$ cat src/rtl/_add32_arbiter.sv
// _add32_arbiter: N valid/ready requesters share one 8-slice ripple adder, one op in flight.
// Define ADD32_ARB_RR_EN for round-robin arbitration; default build is fixed priority.

module _add32_arbiter #(
  parameter int unsigned N = 4,
  localparam int unsigned ID_W = $clog2(N)
) (
  input  logic              clk,
  input  logic              rst_n,
  input  logic [N-1:0]      req_valid,
  output logic [N-1:0]      req_ready,
  input  logic [N*32-1:0]   req_a,
  input  logic [N*32-1:0]   req_b,
  output logic              rsp_valid,
  input  logic              rsp_ready,
  output logic [ID_W-1:0]   rsp_id,
  output logic [31:0]       rsp_sum,
  output logic              busy
);

  typedef enum logic [1:0] {
    StIdle,
    StExec,
    StDone
  } state_e;

  state_e          state_q, state_d;
  logic [31:0]     a_q, a_d;
  logic [31:0]     b_q, b_d;
  logic [ID_W-1:0] id_q, id_d;
  logic [31:0]     sum_q, sum_d;
  logic            rsp_valid_q, rsp_valid_d;

  logic            grant_vld;
  logic [ID_W-1:0] grant_idx;
  logic            grant_fire;
  logic [31:0]     a_sel;
  logic [31:0]     b_sel;
  logic [31:0]     add_sum;

`ifdef ADD32_ARB_RR_EN
  logic [ID_W-1:0] ptr_q, ptr_d;

  // Search starts one past the last winner and wraps.
  always_comb begin
    logic [ID_W-1:0] cand;
    grant_vld = 1'b0;
    grant_idx = '0;
    cand      = '0;
    for (int unsigned off = 1; off <= N; off++) begin
      cand = ID_W'((32'(ptr_q) + off) % N);
      if (!grant_vld && req_valid[cand]) begin
        grant_vld = 1'b1;
        grant_idx = cand;
      end
    end
  end

  always_comb begin
    ptr_d = ptr_q;
    if (grant_fire) begin
      ptr_d = grant_idx;
    end
  end

  always_ff @(posedge clk or negedge rst_n) begin
    if (!rst_n) begin
      ptr_q <= ID_W'(N - 1);
    end else begin
      ptr_q <= ptr_d;
    end
  end
`else
  always_comb begin
    grant_vld = 1'b0;
    grant_idx = '0;
    for (int i = 0; i < N; i++) begin
      if (!grant_vld && req_valid[i]) begin
        grant_vld = 1'b1;
        grant_idx = ID_W'(i);
      end
    end
  end
`endif

  // rst_n gates the grant so req_ready is 0 throughout reset, not only after the first edge.
  assign grant_fire = (state_q == StIdle) && grant_vld && rst_n;

  always_comb begin
    req_ready = '0;
    if (grant_fire) begin
      req_ready[grant_idx] = 1'b1;
    end
  end

  always_comb begin
    a_sel = '0;
    b_sel = '0;
    for (int i = 0; i < N; i++) begin
      if (grant_idx == ID_W'(i)) begin
        a_sel = req_a[i*32 +: 32];
        b_sel = req_b[i*32 +: 32];
      end
    end
  end

  _add32 u_add32 (
    .a_i   (a_q),
    .b_i   (b_q),
    .sum_o (add_sum)
  );

  always_comb begin
    state_d     = state_q;
    a_d         = a_q;
    b_d         = b_q;
    id_d        = id_q;
    sum_d       = sum_q;
    rsp_valid_d = rsp_valid_q;
    unique case (state_q)
      StIdle: begin
        if (grant_fire) begin
          a_d     = a_sel;
          b_d     = b_sel;
          id_d    = grant_idx;
          state_d = StExec;
        end
      end
      StExec: begin
        // Operands have been stable for a full period; capture the settled ripple output.
        sum_d       = add_sum;
        rsp_valid_d = 1'b1;
        state_d     = StDone;
      end
      StDone: begin
        if (rsp_ready) begin
          rsp_valid_d = 1'b0;
          state_d     = StIdle;
        end
      end
      default: begin
        state_d = StIdle;
      end
    endcase
  end

  always_ff @(posedge clk or negedge rst_n) begin
    if (!rst_n) begin
      state_q     <= StIdle;
      a_q         <= '0;
      b_q         <= '0;
      id_q        <= '0;
      sum_q       <= '0;
      rsp_valid_q <= 1'b0;
    end else begin
      state_q     <= state_d;
      a_q         <= a_d;
      b_q         <= b_d;
      id_q        <= id_d;
      sum_q       <= sum_d;
      rsp_valid_q <= rsp_valid_d;
    end
  end

  assign rsp_valid = rsp_valid_q;
  assign rsp_id    = id_q;
  assign rsp_sum   = sum_q;
  assign busy      = (state_q != StIdle);

endmodule

// 32-bit adder: eight 4-bit slices with carry rippling between them, carry-in tied low.
module _add32 (
  input  logic [31:0] a_i,
  input  logic [31:0] b_i,
  output logic [31:0] sum_o
);

  logic [8:0] carry;
  logic       unused_co;

  assign carry[0]  = 1'b0;
  assign unused_co = carry[8];

  for (genvar i = 0; i < 8; i++) begin : g_slice
    _74x283 u_slice (
      .a_i  (a_i[i*4 +: 4]),
      .b_i  (b_i[i*4 +: 4]),
      .c0_i (carry[i]),
      .s_o  (sum_o[i*4 +: 4]),
      .c4_o (carry[i+1])
    );
  end

endmodule

// 4-bit binary full adder with internal look-ahead carry, as in the 74x283.
module _74x283 (
  input  logic [3:0] a_i,
  input  logic [3:0] b_i,
  input  logic       c0_i,
  output logic [3:0] s_o,
  output logic       c4_o
);

  logic [3:0] g;
  logic [3:0] p;
  logic [3:0] c;

  always_comb begin
    g    = a_i & b_i;
    p    = a_i ^ b_i;
    c[0] = c0_i;
    c[1] = g[0] | (p[0] & c0_i);
    c[2] = g[1] | (p[1] & g[0]) | (p[1] & p[0] & c0_i);
    c[3] = g[2] | (p[2] & g[1]) | (p[2] & p[1] & g[0]) | (p[2] & p[1] & p[0] & c0_i);
    c4_o = g[3] | (p[3] & g[2]) | (p[3] & p[2] & g[1]) | (p[3] & p[2] & p[1] & g[0])
         | (p[3] & p[2] & p[1] & p[0] & c0_i);
    s_o  = p ^ c;
  end

endmodule
$ cat config.mk
export PLATFORM = sky130hd
export DESIGN_NAME = _add32_arbiter
export DESIGN_NICKNAME = d
export VERILOG_FILES = /design/src/rtl/_add32_arbiter.sv
export SDC_FILE = /design/constraint.sdc
export NUM_CORES = 1
export LEC_CHECK = 0
export BUFFER_PORTS_ARGS = -buffer_cell sky130_fd_sc_hd__buf_4
export CORE_UTILIZATION = 48
export DETAILED_ROUTE_END_ITERATION = 8
export HOLD_SLACK_MARGIN = 0.1
export PLACE_DENSITY_LB_ADDON = 0.05
export SETUP_SLACK_MARGIN = 0.3
export SYNTH_ARGS = -nofsm -noshare
export SYNTH_HDL_FRONTEND = slang
export SYNTH_SLANG_ARGS = --single-unit
$ cat constraint.sdc
create_clock -name clk -period 3.9 [get_ports clk]
set_clock_uncertainty 0.2 [all_clocks]
set_input_delay 0.975 -clock clk [delete_from_list [all_inputs] [get_ports clk]]
set_output_delay 0.975 -clock clk [all_outputs]
set_load 0.02 [all_outputs]
# After elaboration in Yosys (flattened, before gate mapping)
# Cells that the tools add are included.
[totals] register_bits=101 inputBits=263 output_inout_bits=40 elab_cells=264
[classes] order_cmp=2 n_eq_ne=7 mux=23 n_bitwise=210 n_reduce_logical=16
[op_table] operator="$mux W32" count=8
[op_table] operator="$and A1 B1 Y1" count=114
[op_table] operator="$or A1 B1 Y1" count=72
[op_table] operator="$xor A4 B4 Y4" count=16
[op_table] operator="$and A4 B4 Y4" count=7
[op_table] operator="$mux W2" count=4
[op_table] operator="$mux W1" count=7
[op_table] operator="$eq A2 B2 Y1 const B" count=3
[op_table] operator="$logic_and A1 B1 Y1" count=6
[op_table] operator="$pmux W2 S3" count=1
[op_table] operator="$reduce_and A2 Y1" count=3
[op_table] operator="$eq A2 B1 Y1 const B" count=2
[op_table] operator="$logic_not A2 Y1" count=2
[op_table] operator="$mux W4" count=1
[op_table] operator="$ne A2 B2 Y1 const B" count=2
[op_table] operator="$reduce_bool A2 Y1" count=2
[op_table] operator="$and A3 B3 Y3" count=1
[op_table] operator="$logic_not A1 Y1" count=3
[op_table] operator="$lt A2 B3 Y1 const B" count=1
[op_table] operator="$demux W1 S2" count=1
[op_table] operator="$ge A2 B1 Y1 const B" count=1
[op_table] operator="$pmux W1 S2" count=1

# Logic depth before layout (Yosys ltp)
[depth] depth_word=20 mapped_depth=10 depth_no_buf=10

# Cells and area by module
# From an unflattened synthesis, not the netlist that was laid out.
[unflattened] hier_cells=742 area_unflattened_um2=7234.4
[modules_own_cells] mod="_add32_arbiter" n_inst=1 cells_each=613 area_per_inst_um2=6079.6 seq_area_each_um2=2527.4
[modules_own_cells] mod="_74x283 (u_add32.g_slice[0].u_slice ...)" n_inst=6 cells_each=17 area_per_inst_um2=147.6 seq_area_each_um2=0.0
[modules_own_cells] mod="_74x283 (u_add32.g_slice[6].u_slice ...)" n_inst=2 cells_each=13 area_per_inst_um2=132.6 seq_area_each_um2=0.0
[modules_own_cells] mod="_add32" n_inst=1 cells_each=1 area_per_inst_um2=3.8 seq_area_each_um2=0.0

# Worst setup path before layout
# OpenSTA, ideal clock, no wires.
[synth_timing] path_type="input to output" startpoint="input req_valid[0]" endpoint="output req_ready[1]" t_arrival_ns=1.810 required_time_ns=2.725 setup_slack_ns=0.915 stages=3 cell_sequence="clkbuf_1 > clkbuf_1 > nor3_1"
[synth_via] elab_chain_cells=15 word_cells_on_any_way=21
[synth_lines] item="start: declaration" line_no="10" source="input logic [N-1:0] req_valid,"
[synth_lines] item="$mux W1 (*)" line_no="78" source="if (!grant_vld && req_valid[i]) begin"
[synth_lines] item="$logic_not A1 Y1" line_no="78"
[synth_lines] item="$logic_and A1 B1 Y1" line_no="78"
[synth_lines] item="$mux W1" line_no="78"
[synth_lines] item="$logic_not A1 Y1" line_no="78"
[synth_lines] item="$logic_and A1 B1 Y1" line_no="78"
[synth_lines] item="$mux W1" line_no="78"
[synth_lines] item="$logic_not A1 Y1" line_no="78"
[synth_lines] item="$logic_and A1 B1 Y1" line_no="78"
[synth_lines] item="$mux W2" line_no="78"
[synth_lines] item="$lt A2 B3 Y1 (implied by the code) or $ge A2 B1 Y1 (tied branches)" line_no="92" source="req_ready[grant_idx] = 1'b1;"
[synth_lines] item="$logic_and A1 B1 Y1 (implied by the code)" line_no="92"
[synth_lines] item="$mux W1 (implied by the code)" line_no="92"
[synth_lines] item="$demux W1 S2" line_no="92"
[synth_lines] item="$mux W4 (*)" line_no="91" source="if (grant_fire) begin"
[synth_lines] item="end: declaration" line_no="11" source="output logic [N-1:0] req_ready,"
# Mark *: on every way between the ends. The rest lies on a longest branch, timed or not.

# Worst setup path in the final report
[layout_timing] startpoint="input req_valid[0]" endpoint="output req_ready[0]"
# Same word-level chain as after synthesis.

==> impl_metrics.ini <==
[placement]
dpl_cell_area_um2 = 8920
place_inst = 1248
io_buffers = 302
gp_congestion = 0.798
dp_hpwl_mm = 15.2

[timing]
final_hold_viol_count = 0
finalCriticalPeriod_ns = 3.28
finalSetupViolCount = 0
rsz0062_at_grt = false
slew_headroom_pct = 36.7
slew_viol_final = 0
holdWs_ns = 0.267
tns_ns = 0
tightest_slew_ns = 0.949
fmax_mhz = 305
timing.final.crit_share_pct = 84.0

[critical_path]
worst_setup_path_end_kind = output pin
crit_path_max_fanout = 36
worst-setup-path-type = in -> out
max_stage_delay_ns = 0.39
cp-start-kind = input port
cp_data_arrival_time_ns = 2.10
crit_chain = buf_4 -> buf_4 -> and3_1 -> buf_4
crit_top_cell = buf_4
cp_slowest_cell = buf_4
cp.required_ns = 2.72
path_buf_inv = 3
crit_family = buffers and inverters

[clock_tree]
cts_setup_buffers = 0
cts_resized = 0
clock-sinks = 101
cts_root_buf = clkbuf_16
clk_pin_slew_ns = 0.07
cts-buffers-inserted = 9
clk_path_buf_depth = 2
clock_latency_ns = 0.35
cts-hold-fix-buffers = 0
htree_levels = 3
cts_tree = yes

[finish]
finalInstanceArea_um2 = 9200
layoutNonFillerInstCount = 1264
drive_above_1_share_pct = 32.5
diodes = 0
area_growth_pct = 40.8
final_nets = 1385

[synthesis]
yosys_most_used_dff = dfrtp_1
ys_types = 59
synth-seq-area-share_pct = 38.7
syn_area_per_cell_um2 = 8.03
yosys.area.top_type = dfrtp_1
syn-instance-count = 814
synth_area_leaders = dfrtp_1 (39%), o21ai_0 (10%), nand2_1 (7.2%)
synth_top_area_share_pct = 38.7
yosys_warnings = 0
synthesis.area_um2 = 6540
synth_edf_count = 0
synth-seq-cells = 101
yosysMostFrequentCell = o21ai_0
syn_nets = 1116
synthTopCellsByCount = o21ai_0 (136), nand2_1 (125), dfrtp_1 (101), nor2_1 (80), a21oi_1 (79)
synthArstFlopShare_pct = 100

[detailed_routing]
ant_nets = 0
highest_layer = met4
wire_per_inst_um = 16.4
wl_met1_mm = 8.87
viasPerCell = 5.57
wl_met2_mm = 10.3
vias = 7035
wl_met3_mm = 1.18
dr.first_iter.drc_count = 326
drc = 0
dr.pass1.iters = 5
routed_wl_mm = 20.8

[power]
p_int_w = 0.00376
vdd_drop_max_uv = 287
netSwitchingFraction_pct = 44.3
p_seq_share_pct = 28.7
powerDensity_nw_per_um2 = 733
p_switching_w = 0.00299
power_frac_comb_pct = 58.4
leakage_nw = 4.31
pwr-share-clk_pct = 12.9

[floorplan]
die_h_um = 119
die_x_um = 119
initial_core_util_pct = 49.4
core_area_um2 = 13200
rows = 42
ioPinCount = 303
die_area_um2 = 14100

[global_route]
grt_pass1_vias = 6629
grt_pass1_wl_mm = 33.1
overflow = 0
grt_max_degree = 75
antenna_found_initial = 0
grt_usage_pct = 29.7

[worst_hold_path]
min_path_type = in -> async

[run]
cap_violations = 0

[outcome]
status = finished, final reports clean
layer usage:
layer  track usage (%)  vias up
li1                  -     3450
met4              9.89        0
met2              50.6      240
met1              37.8     3312
met5                 0        -
met3              5.65       33
cell usage in the layout (no fill, tap or decap), drive strengths merged, types with 3 or more instances in the layout:
cell and n:
nor3b 3, buf 315, dfrtp 101, fa 8
nor2 80, a211oi 7, clkinv 4, o21ai 157
nand3 5, o22ai 65, clkbuf 11, a21oi 80
xnor2 11, xor2 6, and2 3, o211ai 3
inv 9, nand2b 6, nor3 8, ha 31
and3 7, nand2 125, a21o 10, o21a 4
kinds of logic (layout without fill, tap and decap cells):
family          after synthesis  after routing  synth area share [%]
compound gates              343            343                  30.6
flops                       101            101                  38.7
fa+ha+maj                    39             39                  8.38
mux                           1              1                 0.153
xor+xnor                     17             17                  2.28
simple gates                247            247                  16.0
buf+inv                      66            340                  3.96
through the flow:
stage	setup WS [ns]	util, %	total power, W
after floorplan	0.915	-	0.00464
after global placement	0.658	67.3	0.00577
after detailed placement	0.639	67.3	0.00585
after CTS	0.644	69.5	0.00677
after global routing	0.563	69.5	0.00731
final	0.625	69.5	0.00675
worst register-to-register path, cell delays in order (launching register included):
cell	delay, ns
dfrtp_1	0.39
ha_1	0.36
o21ai_0	0.37
nor3_2	0.11
a211oi_4	0.32
a21boi_2	0.13
a211o_1	0.33
a21o_1	0.20
fa_1	0.37
xnor2_1	0.16
o21ai_0	0.08
sequential cells by signal, summed over array words and instances (netlist names):
register   flops
a_q           32
b_q           32
rsp_sum       32
rsp_id         2
state_q        2
rsp_valid      1
power by group through the flow:
stage	registers (W)	logic [W]	clock network [W]
floorplan	0.00207	0.00257	0
global placement	0.00194	0.00384	0
detailed placement	0.00195	0.00390	0
CTS	0.00194	0.00395	0.000885
global route	0.00200	0.00439	0.000919
finish	0.00194	0.00394	0.000874
final timing paths:
check                      slack (ns)                       to                     from  cells past startpoint
max in group asynchronous        1.72      b_q[18]$_DFFE_PN0P_                    rst_n                      3
min in group clk                 0.28  rsp_sum[24]$_DFFE_PN0P_  rsp_sum[24]$_DFFE_PN0P_                      2
hold reg to reg                  0.28  rsp_sum[24]$_DFFE_PN0P_  rsp_sum[24]$_DFFE_PN0P_                      2
setup reg to reg                 0.73  rsp_sum[17]$_DFFE_PN0P_       a_q[7]$_DFFE_PN0P_                     10
setup / recovery                 0.62             req_ready[0]             req_valid[0]                      4
hold / removal                   0.27   rsp_sum[5]$_DFFE_PN0P_                    rst_n                      1
layout make-up:
type,count,area (um2)
fill,1162,4040
clock buffer,11,253
clock inverter,5,35.0
timing repair buffer,315,2360
sequential,101,2530
inverter,9,33.8
tap,176,220
multi-input combinational,647,3770
No activity file was read; power rests on OpenSTA's default activity.
